<file path="config.mk">
export PLATFORM = sky130hd
export DESIGN_NAME = mem_arbiter
export DESIGN_NICKNAME = d
export VERILOG_FILES = /design/src/rtl/pipeline_pkg.sv /design/src/rtl/mem_arb_priority.sv /design/src/rtl/mem_arbiter.sv
export SDC_FILE = /design/constraint.sdc
export NUM_CORES = 1
export LEC_CHECK = 0
export BUFFER_PORTS_ARGS = -buffer_cell sky130_fd_sc_hd__buf_2
export CORE_AREA = 2 2 107 109
export DETAILED_ROUTE_END_ITERATION = 16
export DIE_AREA = 0 0 109 111
export GPL_ROUTABILITY_DRIVEN = 0
export GPL_TIMING_DRIVEN = 0
export HOLD_SLACK_MARGIN = 0.03
export PLACE_DENSITY_LB_ADDON = 0.25
export SYNTH_ARGS = -nofsm -noshare
export SYNTH_HDL_FRONTEND = slang
export SYNTH_SLANG_ARGS = --single-unit
export TNS_END_PERCENT = 50
</file>
<file path="constraint.sdc">
create_clock -name clk -period 1.8 [get_ports clk]
set_input_delay 0.54 -clock clk [delete_from_list [all_inputs] [get_ports clk]]
set_output_delay 0.54 -clock clk [all_outputs]
set_load 0.02 [all_outputs]
</file>
<file path="src/rtl/pipeline_pkg.sv">
`default_nettype none
// +----------------------------------------------------------------------------+
// | Package     : pipeline_pkg                                                 |
// | Description : Shared types and defaults for the pipeline memory subsystem. |
// |               Holds the arbiter state encoding, the owner encoding and the |
// |               default memory latency / DM streak limit used by             |
// |               pipeline_top, mem_arbiter and the memory model.              |
// | Revision    : 1.0 - initial release                                        |
// +----------------------------------------------------------------------------+
package pipeline_pkg;

  // Arbiter sequencing states
  typedef enum logic [1:0] {
    ST_IDLE  = 2'd0,
    ST_BUSY  = 2'd1,
    ST_DRAIN = 2'd2
  } arb_state_e;

  // Which requester currently owns the memory port
  typedef enum logic {
    OWN_IF = 1'b0,
    OWN_DM = 1'b1
  } owner_e;

  localparam int DEF_LATENCY       = 2;
  localparam int DEF_MAX_DM_STREAK = 3;

endpackage : pipeline_pkg
`default_nettype wire

</file>
<file path="src/rtl/mem_arb_priority.sv">
`default_nettype none
// +----------------------------------------------------------------------------+
// | Module      : mem_arb_priority                                             |
// | Description : IF/DM selection for the memory arbiter. DM normally wins;    |
// |               a streak counter of DM grants taken while IF was waiting     |
// |               forces IF through once it reaches MAX_DM_STREAK.             |
// | Ports       : clk, rst      - clock, synchronous active-high reset         |
// |               if_req        - fetch request pending                        |
// |               dm_req        - load/store request pending                   |
// |               grant_en      - a grant is being issued this cycle           |
// |               sel_dm        - 1 = grant goes to DM, 0 = grant goes to IF   |
// | Revision    : 1.0 - initial release                                        |
// +----------------------------------------------------------------------------+
module mem_arb_priority #(
  parameter int MAX_DM_STREAK = 3
) (
  input  logic clk,
  input  logic rst,
  input  logic if_req,
  input  logic dm_req,
  input  logic grant_en,
  output logic sel_dm
);

  localparam int              SW           = $clog2(MAX_DM_STREAK + 1);
  localparam logic [SW-1:0]   C_STREAK_MAX = SW'(MAX_DM_STREAK);

  logic [SW-1:0] r_streak;
  logic          w_if_forced;

  // IF is pushed through only when it is actually waiting
  assign w_if_forced = if_req && (r_streak == C_STREAK_MAX);
  assign sel_dm      = dm_req && !w_if_forced;

  always_ff @(posedge clk) begin
    if (rst) begin
      r_streak <= '0;
    end else if (grant_en) begin
      if (sel_dm && if_req) begin
        // DM jumped ahead of a waiting fetch
        if (r_streak != C_STREAK_MAX) begin
          r_streak <= r_streak + 1'b1;
        end
      end else begin
        // IF grant, or DM grant with nobody waiting
        r_streak <= '0;
      end
    end
  end

endmodule : mem_arb_priority
`default_nettype wire

</file>
<file path="src/rtl/mem_arbiter.sv">
`default_nettype none
// +----------------------------------------------------------------------------+
// | Module      : mem_arbiter                                                  |
// | Description : Shares one single-ported memory between instruction fetch    |
// |               (IF) and data memory (DM). One transaction outstanding at a  |
// |               time; fixed LATENCY; done pulse and read data routed to the  |
// |               owner; stall signals back to the pipeline.                   |
// | Ports       : clk, rst                     - clock, sync active-high reset |
// |               if_req/if_addr               - fetch request                 |
// |               if_done/if_rdata             - fetch completion              |
// |               dm_req/we/addr/wdata/wmask   - load/store request            |
// |               dm_done/dm_rdata             - load/store completion         |
// |               stall_if/stall_mem           - pipeline stalls               |
// |               mem_req/we/addr/wdata/wmask  - memory issue strobe/fields    |
// |               mem_rdata                    - memory read data              |
// | Revision    : 1.0 - initial release                                        |
// +----------------------------------------------------------------------------+
module mem_arbiter
  import pipeline_pkg::*;
#(
  parameter int LATENCY       = DEF_LATENCY,
  parameter int MAX_DM_STREAK = DEF_MAX_DM_STREAK,
  parameter int AW            = 32,
  parameter int DW            = 32
) (
  input  logic            clk,
  input  logic            rst,
  input  logic            if_req,
  input  logic [AW-1:0]   if_addr,
  output logic            if_done,
  output logic [DW-1:0]   if_rdata,
  input  logic            dm_req,
  input  logic            dm_we,
  input  logic [AW-1:0]   dm_addr,
  input  logic [DW-1:0]   dm_wdata,
  input  logic [DW/8-1:0] dm_wmask,
  output logic            dm_done,
  output logic [DW-1:0]   dm_rdata,
  output logic            stall_if,
  output logic            stall_mem,
  output logic            mem_req,
  output logic            mem_we,
  output logic [AW-1:0]   mem_addr,
  output logic [DW-1:0]   mem_wdata,
  output logic [DW/8-1:0] mem_wmask,
  input  logic [DW-1:0]   mem_rdata
);

  localparam int            CW         = $clog2(LATENCY + 1);
  localparam logic [CW-1:0] C_CNT_LOAD = CW'(LATENCY - 1);

  arb_state_e    r_state, w_state_nxt;
  owner_e        r_owner, w_owner_nxt;
  logic          r_we,    w_we_nxt;
  logic [CW-1:0] r_cnt,   w_cnt_nxt;

  logic w_grant_en;
  logic w_sel_dm;
  logic w_done;

  // Grants only happen from IDLE; reset suppresses any issue in its cycle
  assign w_grant_en = (r_state == ST_IDLE) && (if_req || dm_req) && !rst;
  assign w_done     = (r_state == ST_BUSY) && (r_cnt == '0) && !rst;

  mem_arb_priority #(
    .MAX_DM_STREAK (MAX_DM_STREAK)
  ) u_priority (
    .clk      (clk),
    .rst      (rst),
    .if_req   (if_req),
    .dm_req   (dm_req),
    .grant_en (w_grant_en),
    .sel_dm   (w_sel_dm)
  );

  always_ff @(posedge clk) begin
    if (rst) begin
      r_state <= ST_IDLE;
      r_owner <= OWN_IF;
      r_we    <= 1'b0;
      r_cnt   <= '0;
    end else begin
      r_state <= w_state_nxt;
      r_owner <= w_owner_nxt;
      r_we    <= w_we_nxt;
      r_cnt   <= w_cnt_nxt;
    end
  end

  always_comb begin
    w_state_nxt = r_state;
    w_owner_nxt = r_owner;
    w_we_nxt    = r_we;
    w_cnt_nxt   = r_cnt;
    case (r_state)
      ST_IDLE: begin
        if (w_grant_en) begin
          w_state_nxt = ST_BUSY;
          w_owner_nxt = w_sel_dm ? OWN_DM : OWN_IF;
          w_we_nxt    = w_sel_dm && dm_we;
          w_cnt_nxt   = C_CNT_LOAD;
        end
      end
      ST_BUSY: begin
        if (r_cnt == '0) begin
          w_state_nxt = ST_DRAIN;
        end else begin
          w_cnt_nxt = r_cnt - 1'b1;
        end
      end
      ST_DRAIN: begin
        // Gives the finished requester a cycle to drop its request
        w_state_nxt = ST_IDLE;
      end
      default: begin
        w_state_nxt = ST_IDLE;
      end
    endcase
  end

  // Issue fields are zero whenever there is no strobe
  assign mem_req   = w_grant_en;
  assign mem_we    = w_grant_en && w_sel_dm && dm_we;
  assign mem_addr  = !w_grant_en ? '0 : (w_sel_dm ? dm_addr : if_addr);
  assign mem_wdata = (w_grant_en && w_sel_dm) ? dm_wdata : '0;
  assign mem_wmask = (w_grant_en && w_sel_dm) ? dm_wmask : '0;

  assign if_done   = w_done && (r_owner == OWN_IF);
  assign dm_done   = w_done && (r_owner == OWN_DM);
  assign if_rdata  = if_done ? mem_rdata : '0;
  assign dm_rdata  = (dm_done && !r_we) ? mem_rdata : '0;

  assign stall_if  = if_req && !if_done;
  assign stall_mem = dm_req && !dm_done;

endmodule : mem_arbiter
`default_nettype wire

</file>
* Yosys cells after proc, flatten, opt, wreduce, memory -nomap -nowiden *
Cells that the tools add are included.

word-level totals
  flip-flop bits (word level) = 8
  logic and storage cells = 57
  output and inout bits = 138

operators by class
  bitwise logic cells = 1
  reduce and logical (&&, ||, !) cells = 28
  equality and inequality tests = 7
  mux-type cells = 14
  $add $sub $neg = 2

operators by type and width
  kind                                                   number
  two-way mux 32 bit                                     5
  logical AND 1 bit                                      15
  two-way mux 2 bit                                      5
  inequality test 2 bit, second input constant           4
  case mux 2 bit (2 select lines)                        2
  AND reduction 2 bit                                    3
  logical NOT 1 bit                                      5
  logical NOT 2 bit                                      2
  two-way mux 4 bit                                      1
  AND reduction 3 bit                                    1
  adder 2 x 1 -> 2 bit, second input constant            1
  == test 2 x 1 -> 1 bit, second input constant          1
  == test 2 bit, second input constant                   1
  inequality test 2 x 1 -> 1 bit, second input constant  1
  nonzero test 2 bit                                     1
  subtractor 2 x 1 -> 2 bit, second input constant       1
  logical OR 1 bit                                       1
  two-way mux 1 bit                                      1
  inverter 1 bit                                         1

* Longest topological paths before layout *
Gate-level depths: netlist (run 1).

  depth after elaboration = 7
  depth in mapped cells = 6

* Cells and area by module *
Synthesis (run 1) repeated with hierarchy kept, for this count alone.

second synthesis, totals
  cell total of the unflattened synthesis = 232
  area total of the unflattened synthesis = 1645.3 um2

modules (own cells, without submodules)
  module            cells each  seq. area each (um2)  instances  area each (um2)
  mem_arbiter       221         120.1                 1          1536.5
  mem_arb_priority  11          40.0                  1          108.9

* Least setup slack after synthesis (run 1) *
No wires, ideal clock.

  kind = input port to output port
  from = in dm_req
  to = out mem_addr[21]
  cell stages on the path = 5
  data arrival time = 1.539 ns
  setup slack = -0.279 ns
  buffers on the path = 2
  data required time = 1.260 ns
  cell sequence = a21boi_2 -> buf_2 -> buf_2 -> nand2_1 -> a21oi_1

between the ends
  longest elaborated chain between the ends = 4

RTL lines
  element                         RTL line            text
  start, declared                 mem_arbiter.sv:32   input logic dm_req,
  logical OR 1 bit                mem_arbiter.sv:62   assign w_grant_en = (r_state == ST_IDLE) && (if_req || dm_req) && !rst;
  logical AND 1 bit (2 in a row)  mem_arbiter.sv:62
  two-way mux 32 bit (*)          mem_arbiter.sv:124  assign mem_addr = !w_grant_en ? '0 : (w_sel_dm ? dm_addr : if_addr);
  end, declared                   mem_arbiter.sv:43   output logic [AW-1:0] mem_addr,

Every way passes the cells marked *; elsewhere a longest branch is shown, timed or not.

* Worst setup path after layout (run 1) *
  from = reg r_cnt[0]
  to = out dm_rdata[23]

between the ends
  longest elaborated chain between the ends = 6

RTL lines
  element                         RTL line            text
  start, declared                 mem_arbiter.sv:55   logic [CW-1:0] r_cnt, w_cnt_nxt;
  start signal, assigned          mem_arbiter.sv:86   r_cnt <= w_cnt_nxt;
  logical NOT 2 bit               mem_arbiter.sv:63   assign w_done = (r_state == ST_BUSY) && (r_cnt == '0) && !rst;
  logical AND 1 bit (2 in a row)  mem_arbiter.sv:63
  logical AND 1 bit               mem_arbiter.sv:129  assign dm_done = w_done && (r_owner == OWN_DM);
  logical AND 1 bit               mem_arbiter.sv:131  assign dm_rdata = (dm_done && !r_we) ? mem_rdata : '0;
  two-way mux 32 bit              mem_arbiter.sv:131
  end, declared                   mem_arbiter.sv:38   output logic [DW-1:0] dm_rdata,

No other way between the ends.

==> results of run 1 <==
[placed cells by master (no fill, tap or decap), types with 2 or more instances in the layout]
cell type  instances
nand2_2           15
clkbuf_4           4
ha_4               2
and3_4            10
buf_8              4
nand2_4            5
nand2_1           44
diode_2            2
a21oi_4           30
dfxtp_1            2
dfxtp_2            6
buf_12             3
clkbuf_16          5
and2_4            62
a21oi_2            2
and2_1             3
a21oi_1            3
clkbuf_8           5
inv_2              2
buf_6            134
buf_2            142
buf_4             20
and3_1            27
o21ai_0            3
nor2b_1            3
[final timing paths]
path	slack [ns]	end	start
min reg2reg	0.49	r_cnt[1]$_SDFFE_PP0P_	r_cnt[1]$_SDFFE_PP0P_
max	-0.44	dm_rdata[23]	r_cnt[0]$_SDFFE_PP0P_
max reg2reg	0.43	r_cnt[1]$_SDFFE_PP0P_	r_cnt[1]$_SDFFE_PP0P_
min	0.49	r_cnt[1]$_SDFFE_PP0P_	r_cnt[1]$_SDFFE_PP0P_
[power groups by stage]
stage | Sequential (W) | Combinational [W] | Clock [W]
2_1_floorplan | 0.000199 | 0.000496 | 0
3_3_place_gp | 0.000202 | 0.000806 | 0
3_5_place_dp | 0.000202 | 0.000819 | 0
4_1_cts | 0.000201 | 0.00102 | 0.000372
5_1_grt | 0.000203 | 0.00114 | 0.000385
6_report | 0.000202 | 0.00108 | 0.000363
[repair_timing]
item	CTS	global route
endpoints found under the hold margin	0	0
pin swaps	12	31
endpoints found under the setup margin	138	138
setup buffers	9	1
gates cloned	3	3
gates resized for setup	281	87
[kinds of logic after synthesis]
logic type	after synthesis	share of synthesized area [%]
and+or+nand+nor	179	63.2
AOI/OAI and AO/OA	45	16.1
buffers and inverters	28	8.95
DFF	8	10.2
adders and majority gates	2	1.60
[through the flow]
stage	hold slack, ns	TNS (ns)	area (sq um)
6_report	0.489	-46.24	5030
5_1_grt	0.493	-57.00	5030
4_1_cts	0.490	-48.71	4730
3_5_place_dp	0.472	-71.04	3680
3_3_place_gp	0.466	-66.89	3680
2_1_floorplan	0.447	-9.12	2130
[state kept, by name, summed over array words and instances (netlist names)]
| name | flops |
|---|---|
| r_cnt | 2 |
| r_owner | 1 |
| u_priority.r_streak | 2 |
| r_state | 2 |
| r_we | 1 |
[metal layers]
metal	part of all wire [%]	GRT usage (%)	up-vias
met3	7.6	2.41	10
met2	57	32.6	161
met5	0	0	-
met4	1.6	3.68	0
met1	33	14.1	1373
li1	-	-	1461
[cell type report]
type,instances,area share (%)
plain buffers,24,6.30
diodes,2,0.0996
multi-input cells,226,38.6
repair buffers,290,46.2
inverters,4,0.398
flip-flops and latches,8,3.33
clock buffers,3,1.49
well taps,143,3.56
==> summary.txt, run 1 <==
Power and ir drop
  • Net Sw Frac: 37.9%
  • P_leak: 2.56 nW
  • Psw: ~0.00062 W
  • PD cells: 326 nW/um^2
  • Clock power share: 22.1%
  • Part of the power in registers: about an eighth
  • Overall Power: 0.00164 W
  • Internal: approximately 0.001 W
  • Gate power share: 65.6%
  • Worst VDD drop: 435 uV

Global route
  • First-pass GRT wire length: ~15 mm
  • Initial antenna violation count: 2
  • Overflow after GRT: 0
  • Total GRT Usage: 15.2%
  • Number of global-route vias before repair: slightly above 3000
  • Largest net degree at the start of global routing: 11

Worst setup path
  • Most numerous cell on the critical path: buf_6
  • Cell depth of the worst setup path: 7
  • Crit path launch type: flop
  • CP Max Fanout: 10
  • Reg2reg path depth: 4
  • CP bufs+invs: 3
  • Critical Path Max Stage Delay: 0.31 ns
  • Critical Path RT: 1.26 ns
  • CP max-delay cell: dfxtp_2
  • Arrival @ worst endpoint: 1.70 ns
  • Largest delay share family, worst path: simple AND/OR/NAND/NOR gates
  • Critical path class: reg -> out
  • Worst path cell trace: inv_2 -> ha_4 -> nor4bb_4 -> and3b_2 -> buf_6 -> and2_4 -> buf_6
  • Setup crit end kind: primary output

Min path
  • Worst hold path cell count: 1
  • Min-Delay Path Class: reg -> reg

STA
  • Max Clk Rate: 446 MHz
  • Worst slew margin: between 80% and 90%
  • Fin Clk Skew: 0.00264 ns
  • Final slew viol count: 0
  • RSZ-0062 raised after global routing: yes
  • Clock period minus worst slack: 2.24 ns
  • Worst Setup Slack, final: -0.444 ns
  • Final Cycle Share: 125%
  • Least-Margin Pin Slew: 0.268 ns
  • Final hold violation count: 0
  • Final setup viols: 138

Place
  • Placed Cells incl. Taps: 679
  • Dpl ws: -0.610 ns
  • DP HPWL: 8.00 mm
  • IO buf count: ~270

Floorplanning
  • Die area: 12100 sq um
  • Die height: 111 um
  • Effective utilization at floorplan: 14.1%
  • CORE AREA: 11100 sq um
  • # rows: 39
  • Boundary pin count: 275
  • Chip width: roughly 110 um

Drt
  • Drt drc: 0
  • DRT iter0 DRCs: about 150
  • DR vias: 3005
  • Drt pass-1 iters: 4
  • Antenna-violating nets left: 0
  • Via-to-Cell Ratio: 4.29
  • Post-Route WL: about 10 mm
  • Routed WL per cell: 15.0 um

Logic synthesis
  • Sequential area share after synthesis: 10.2%
  • Synthesis Warnings: 0
  • Post-synthesis net count: 401
  • Synth Flop Type: dfxtp_1
  • Number of synthesized register bits: 8
  • Synth top area share: 26.0%
  • Area contributors post-synth: and2_1, nand2_1, and3_1, a21oi_1, dfxtp_1
  • Synthesized area: 1570 sq um
  • Synth area leader: and2_1
  • Synth Area per Inst: 5.98 sq um
  • EDFF count, synth: 0
  • Post-Syn Instances: 262
  • Post-synth cell types: 30
  • Most frequent cells after synthesis: and2_1, nand2_1, and3_1
  • Post-synth ARST share: 0%
  • Most common cell in the netlist: and2_1

Clock network
  • Clock root cell: clkbuf_16
  • Post-cts hold buffer count: 0
  • Num CTS Buffers: 3
  • H-tree depth: 1
  • Clk Latency, worst-skew pair: roughly 0.23 ns
  • TritonCTS Sinks: 8
  • Clock transition at path regs: 0.04 ns
  • CTS tree: built
  • Clock tree buffer depth: 2

Finish
  • Area grow syn2layout: 221%
  • Filler cells: between 1000 and 1500
  • Area of the multi-input gates: 1940 sq um
  • Final core utilization: 45.4%
  • Final std cells w/o fill: 700
  • Share of layout cells above drive strength 1: between 80% and 90%
  • Reg area: 168 sq um
  • Final-stage net count: 696

Flow run
  • Max Cap Viol: 0

Outcome
  • Failing checks: negative setup slack
  • Status: finished, violations left
Note: power is estimated with default switching activity, not from simulation.
==> run 2, diff against run 1 <==
--- a/config.mk
+++ b/config.mk
@@ -5,15 +5,16 @@
 export SDC_FILE = /design/constraint.sdc
 export NUM_CORES = 1
 export LEC_CHECK = 0
-export BUFFER_PORTS_ARGS = -buffer_cell sky130_fd_sc_hd__buf_2
-export CORE_AREA = 2 2 107 109
+export CORE_AREA = 2 2 106 108
 export DETAILED_ROUTE_END_ITERATION = 16
-export DIE_AREA = 0 0 109 111
+export DIE_AREA = 0 0 108 110
+export DONT_BUFFER_PORTS = 1
 export GPL_ROUTABILITY_DRIVEN = 0
 export GPL_TIMING_DRIVEN = 0
 export HOLD_SLACK_MARGIN = 0.03
 export PLACE_DENSITY_LB_ADDON = 0.25
 export SYNTH_ARGS = -nofsm -noshare
 export SYNTH_HDL_FRONTEND = slang
+export SYNTH_HIERARCHICAL = 1
 export SYNTH_SLANG_ARGS = --single-unit
 export TNS_END_PERCENT = 50
==> run 2 against run 1 <==
Compared with the run above: the flow still finishes with violations (negative setup slack); clock power fell by 39%; first-iteration DRC count fell by 67%; synthesized cell count fell by 11%; largest power group unchanged; cell count fell by 43%; critical endpoint is now mem_addr[13]; non-clock buffer count fell by 276.
==> summary.txt, run 2 <==
Outcome
  • Status: finished, violations left
  • Failing checks: negative setup slack

Floorplanning
  • Die height: 110 um (-0.90%)
  • Die area: 11900 sq um (-1.8%)
  • # rows: 38 (-2.6%)
  • Boundary pin count: 275 (unchanged)
  • Chip width: 108 um (-0.92%)
  • Effective utilization at floorplan: 15.4% (+1.2 points)
  • CORE AREA: 10700 sq um (-3.4%)

Clock network
  • Post-cts hold buffer count: 0 (unchanged)
  • TritonCTS Sinks: 8 (unchanged)
  • Clock transition at path regs: 0.05 ns (about the same)
  • Num CTS Buffers: 3 (unchanged)
  • Clk Latency, worst-skew pair: 0.23 ns (about the same)
  • Clock root cell: clkbuf_8
  • H-tree depth: 1 (unchanged)
  • Clock tree buffer depth: 2 (unchanged)
  • CTS tree: built

Logic synthesis
  • Post-Syn Instances: 232 (-11%)
  • Synth Area per Inst: 7.09 sq um (+19%)
  • EDFF count, synth: 0 (unchanged)
  • Area contributors post-synth: and2_1, mux2i_1, dfxtp_1, nor2_1, buf_6
  • Sequential area share after synthesis: 9.73% (-0.49 points)
  • Synth area leader: and2_1
  • Post-synth ARST share: 0% (unchanged)
  • Synthesis Warnings: 6 (+6)
  • Most common cell in the netlist: and2_1
  • Most frequent cells after synthesis: and2_1, nor2_1, mux2i_1
  • Post-synthesis net count: 371 (-7.5%)
  • Number of synthesized register bits: 8 (unchanged)
  • Synth top area share: 38.4% (+12 points)
  • Synth Flop Type: dfxtp_1
  • Synthesized area: 1650 sq um (+5.0%)
  • Post-synth cell types: 32 (+6.7%)

Power and ir drop
  • Clock power share: 15.1% (-7.0 points)
  • Worst VDD drop: 198 uV (-55%)
  • Part of the power in registers: 16.1% (+3.8 points)
  • Internal: 0.000790 W (-23%)
  • PD cells: 508 nW/um^2 (+56%)
  • P_leak: 1.11 nW (-57%)
  • Net Sw Frac: 45.7% (+7.8 points)
  • Gate power share: 68.8% (+3.2 points)
  • Psw: 0.000664 W (+6.9%)

STA
  • Least-Margin Pin Slew: 0.351 ns (+0.0835 ns)
  • Final hold violation count: 0 (unchanged)
  • Fin Clk Skew: 0.00392 ns (+0.00128 ns)
  • Worst slew margin: 76.5% (-5.6 points)
  • Final Cycle Share: 117% (-7.8 points)
  • RSZ-0062 raised after global routing: yes
  • Final slew viol count: 0 (unchanged)
  • Max Clk Rate: 475 MHz (+6.6%)
  • Worst Setup Slack, final: -0.304 ns (+0.140 ns)
  • Final setup TNS: -33.19 ns (+13.05 ns)
  • Clock period minus worst slack: 2.10 ns (-0.140 ns)
  • Final setup viols: 138 (unchanged)
  • WHS: 0.377 ns (-0.112 ns)

Place
  • Placed Cells incl. Taps: 372 (-45%)
  • DP HPWL: 6.22 mm (-22%)
  • Area post-placement: 2080 sq um (-44%)
  • IO buf count: 0 (-100%)

Drt
  • Antenna-violating nets left: 0 (unchanged)
  • DRT iter0 DRCs: 49 (-67%)
  • Via-to-Cell Ratio: 4.64 (+8.1%)
  • Drt pass-1 iters: 4 (unchanged)
  • DR vias: 1843 (-39%)
  • Post-Route WL: 7.88 mm (-25%)
  • Drt drc: 0 (unchanged)
  • Routed WL per cell: 19.9 um (+33%)

Global route
  • Overflow after GRT: 0 (unchanged)
  • Number of global-route vias before repair: 1741 (-43%)
  • Initial antenna violation count: 0 (-2)
  • First-pass GRT wire length: 10.1 mm (-31%)
  • Total GRT Usage: 11.3% (-3.9 points)
  • Largest net degree at the start of global routing: 11 (unchanged)

Finish
  • Area grow syn2layout: 74.0%
  • Share of layout cells above drive strength 1: 85.2% (+2.2 points)
  • Final std cells w/o fill: 397 (-43%)
  • Ant. Diodes: 0 (-2)
  • Final-stage net count: 398 (-43%)
  • Final core utilization: 26.8% (-19 points)
  • Final instance area: 2860 sq um (-43%)
  • Most frequent cells in the layout: and2_4, nor2_4, buf_6
  • Regs by FF count: r_cnt (2), r_state (2), u_priority/r_streak (2)
  • Most common cell after layout, fill and taps aside: and2_4

Worst setup path
  • Critical path class: reg -> out
  • Crit path launch type: flop
  • Setup crit end kind: primary output
  • Critical Path RT: 1.26 ns (about the same)
  • CP Max Fanout: 10 (unchanged)
  • Arrival @ worst endpoint: 1.56 ns (-0.14 ns)

Min path
  • Min-Delay Path Class: in -> reg

Flow run
  • Max Cap Viol: 0 (unchanged)
==> run 2: cell families (layout without fill, tap and decap cells) <==
| logic type | count (synthesis) | count (layout) | synth area share (%) |
|---|---|---|---|
| AOI/OAI and AO/OA | 14 | 14 | 5.93 |
| adders and majority gates | 2 | 2 | 1.52 |
| buffers and inverters | 21 | 45 | 8.52 |
| DFF | 8 | 8 | 9.73 |
| muxes | 32 | 32 | 19.5 |
| and+or+nand+nor | 155 | 156 | 54.8 |
==> run 2: routing by layer <==
metal | vias to the layer above | track usage (%) | share of wire, %
li1 | 808 | - | -
met1 | 870 | 12.0 | 34
met2 | 163 | 23.3 | 56
met3 | 2 | 2.29 | 9.4
met4 | 0 | 1.92 | 0.51
met5 | - | 0 | 0
==> run 2: area by class of cell <==
cell class                 instances  area [sq um]
sequential                         8           171
fill                            1109          7840
tap                              140           175
clock buffer                       3          41.3
buffer                            16           203
timing repair buffer              22           260
multi-input combinational        204          1990
inverter                           4          18.8
==> run 2: repair_timing <==
| item | CTS | global route |
|---|---|---|
| pin swaps | 63 | 15 |
| gates resized for setup | 167 | 18 |
| setup endpoints to repair | 140 | 140 |
| cloned | 8 | 2 |
| buffers inserted | 11 | 2 |
==> run 2: worst paths after layout <==
path,startpoint,end,slack [ns],cells past startpoint
worst max register to register,r_state[0]$_SDFFE_PP0P_,u_priority/r_streak[1]$_SDFFE_PP0P_,0.10,6
worst min-delay path,rst,r_owner$_SDFFE_PP0P_,0.38,1
worst max-delay path,u_priority/r_streak[0]$_SDFFE_PP0P_,mem_addr[13],-0.30,6
worst min register to register,r_we$_SDFFE_PP0P_,r_we$_SDFFE_PP0P_,0.52,2
==> run 2: critical path, cell delays in order (launching register included) <==
cell and delay [ns]:
dfxtp_2 0.33, ha_4 0.16, a21boi_2 0.12, buf_6 0.14
buf_6 0.19, mux2i_1 0.31, nor2_4 0.08
==> run 2: power groups by stage <==
stage          registers [W]  logic (W)  clock network (W)
2_1_floorplan       0.000222   0.000622                  0
3_3_place_gp        0.000227   0.000696                  0
3_5_place_dp        0.000227   0.000702                  0
4_1_cts             0.000232   0.000970           0.000222
5_1_grt             0.000238    0.00106           0.000233
6_report            0.000234    0.00100           0.000220
==> run 2: through the flow <==
| step | setup slack (ns) | power [W] |
|---|---|---|
| floorplan | -0.125 | 0.000843 |
| global placement | -0.361 | 0.000923 |
| detailed placement | -0.409 | 0.000929 |
| CTS | -0.331 | 0.00142 |
| global route | -0.356 | 0.00153 |
| finish | -0.304 | 0.00145 |
==> run 3, diff against run 2 <==
--- a/config.mk
+++ b/config.mk
@@ -13,6 +13,7 @@
 export GPL_TIMING_DRIVEN = 0
 export HOLD_SLACK_MARGIN = 0.03
 export PLACE_DENSITY_LB_ADDON = 0.25
+export REMOVE_ABC_BUFFERS = 1
 export SYNTH_ARGS = -nofsm -noshare
 export SYNTH_HDL_FRONTEND = slang
 export SYNTH_HIERARCHICAL = 1
==> run 3 against run 2 <==
Compared with the run above: the run still ends with negative setup slack left; clock skew is 0.00069 ns lower; first-iteration DRC count decreased by 43%; via count up 3.4%; final area fell by 2.6%; setup slack worse by 0.077 ns; worst hold slack got worse by 0.0041 ns; register-to-register slack gained 0.07 ns; sequential power increased by 4%; global-route usage rose by 0.92 points; wire length is 6.3% higher.
==> summary.txt, run 3 (synthesized netlist as in run 2, its figures left out) <==
Global route
  • Largest net degree at the start of global routing: 18 (+7)
  • Total GRT Usage: 12.3% (+0.92 points)
  • Number of global-route vias before repair: 1797 (+3.2%)
  • Overflow after GRT: 0 (unchanged)
  • First-pass GRT wire length: 10.6 mm (+4.6%)
  • Initial antenna violation count: 0 (unchanged)

Finish
  • Filler cells: 1116 (+0.63%)
  • Reg area: 173 sq um (+0.73%)
  • Area grow syn2layout: 69.4%
  • Most frequent cells in the layout: and2_4, and2_2, nor2_2
  • Most common cell after layout, fill and taps aside: and2_4
  • Ant. Diodes: 0 (unchanged)
  • Area of the multi-input gates: 2040 sq um (+2.1%)
  • Regs by FF count: r_cnt (2), r_state (2), u_priority/r_streak (2)
  • Final core utilization: 26.1% (-0.70 points)
  • Final-stage net count: 401 (+0.75%)
  • Final std cells w/o fill: 400 (+0.76%)
  • Share of layout cells above drive strength 1: 80.8% (-4.4 points)

Drt
  • Routed WL per cell: 20.9 um (+5.5%)
  • Drt drc: 0 (unchanged)
  • DR vias: 1905 (+3.4%)
  • DRT iter0 DRCs: 28 (-43%)
  • Antenna-violating nets left: 0 (unchanged)
  • Drt pass-1 iters: 4 (unchanged)
  • Via-to-Cell Ratio: 4.76 (+2.6%)
  • Post-Route WL: 8.37 mm (+6.3%)

Clock network
  • Clock tree buffer depth: 2 (unchanged)
  • H-tree depth: 1 (unchanged)
  • TritonCTS Sinks: 8 (unchanged)
  • CTS tree: built
  • Clock root cell: clkbuf_8
  • Num CTS Buffers: 3 (unchanged)
  • Clk Latency, worst-skew pair: 0.23 ns (about the same)
  • Clock transition at path regs: 0.05 ns (about the same)

Worst setup path
  • Critical path class: reg -> out
  • Largest delay share family, worst path: simple AND/OR/NAND/NOR gates
  • Arrival @ worst endpoint: 1.64 ns (+0.08 ns)
  • Critical Path Max Stage Delay: 0.40 ns (+0.07 ns)
  • CP Max Fanout: 7 (-3)
  • Worst path cell trace: or2_4 -> nor3_4 -> and2b_2
  • Crit path launch type: flop
  • CP bufs+invs: 0 (-2)
  • CP max-delay cell: nor3_4
  • Setup crit end kind: primary output
  • Critical Path RT: 1.26 ns (about the same)

Floorplanning
  • CORE AREA: 10700 sq um (unchanged)
  • Die area: 11900 sq um (unchanged)
  • Effective utilization at floorplan: 15.4% (unchanged)
  • Die height: 110 um (unchanged)
  • Boundary pin count: 275 (unchanged)
  • # rows: 38 (unchanged)
  • Chip width: 108 um (unchanged)

Place
  • IO buf count: 0 (unchanged)
  • Dpl ws: -1.17 ns (-0.760 ns)
  • Placed Cells incl. Taps: 356 (-4.3%)
  • DP HPWL: 5.18 mm (-17%)

STA
  • Least-Margin Pin Slew: 0.486 ns (+0.135 ns)
  • Worst Setup Slack, final: -0.382 ns (-0.0775 ns)
  • Worst slew margin: 67.5% (-9.0 points)
  • Final Cycle Share: 121% (+4.3 points)
  • RSZ-0062 raised after global routing: yes
  • Final slew viol count: 0 (unchanged)
  • Final hold violation count: 0 (unchanged)
  • Fin Clk Skew: 0.00323 ns (-0.000689 ns)
  • Max Clk Rate: 458 MHz (-3.6%)
  • Clock period minus worst slack: 2.18 ns (+0.0775 ns)
  • Final setup viols: 138 (unchanged)
  • WHS: 0.373 ns (-0.00405 ns)

Power and ir drop
  • Worst VDD drop: 179 uV (-9.5%)
  • P_leak: 1.09 nW (-1.9%)
  • Overall Power: 0.00152 W (+4.4%)
  • PD cells: 544 nW/um^2 (+7.2%)

Min path
  • Min-Delay Path Class: in -> reg

Outcome
  • Status: finished, violations left
  • Failing checks: negative setup slack

Flow run
  • Max Cap Viol: 0 (unchanged)
-- run 3: cell types whose count changed in the layout (fill, tap and decap cells not counted), moves of 3 or more --
cell	previous run	this run
buf_6	20	3
mux2i_2	18	4
mux2i_1	10	20
nor2_2	11	25
and2_2	3	35
and2_1	0	4
and3_4	2	6
nor3_4	2	5
nand2_8	0	3
nor2_4	23	9
mux2i_4	4	8
and2_4	98	62
buf_4	9	19
-- run 3: layer usage --
| metal | routed length, um | vias up | track usage [%] |
|---|---|---|---|
| li1 | - | 834 | - |
| met1 | 2870 | 894 | 12.5 |
| met2 | 4700 | 169 | 25.2 |
| met3 | 634 | 8 | 1.23 |
| met4 | 177 | 0 | 5.04 |
| met5 | 0 | - | 0 |
-- run 3: layout make-up --
type                            count  share of cell area, %
Multi-Input combinational cell    215                   73.0
Sequential cell                     8                   6.19
Clock buffer                        3                   1.48
Timing Repair Buffer               30                   12.3
Tap cell                          140                   6.28
Inverter                            4                  0.673
-- run 3: worst paths after layout --
path              slack (ns)  cells after the start                                  end                           startpoint
setup / recovery       -0.38                      3                             stall_if              r_state[1]$_SDFFE_PP0P_
hold / removal          0.37                      1                 r_owner$_SDFFE_PP0P_                                  rst
setup reg to reg        0.17                      6  u_priority/r_streak[1]$_SDFFE_PP0P_              r_state[0]$_SDFFE_PP0P_
hold reg to reg         0.51                      2  u_priority/r_streak[0]$_SDFFE_PP0P_  u_priority/r_streak[0]$_SDFFE_PP0P_
-- run 3: power breakdown --
| group | switching [W] | total [W] | internal (W) |
|---|---|---|---|
| registers | 0.0000365 | 0.000243 | 0.000207 |
| logic | 0.000610 | 0.00105 | 0.000439 |
| clock network | 0.0000794 | 0.000225 | 0.000146 |
| total | 0.000726 | 0.00152 | 0.000792 |
-- run 3: metrics by stage --
step | instance area, sq um | setup TNS (ns)
2_1_floorplan | 1520 | -291.11
3_3_place_gp | 1700 | -381.91
3_5_place_dp | 1730 | -117.08
4_1_cts | 2490 | -37.25
5_1_grt | 2790 | -44.90
6_report | 2790 | -36.23
-- run 3: timing repair --
action	in CTS	in global routing
gates resized for setup	204	64
endpoints found under the setup margin	140	138
hold buffers	0	0
setup buffers	19	8
gates cloned	12	2
pin swaps	9	48
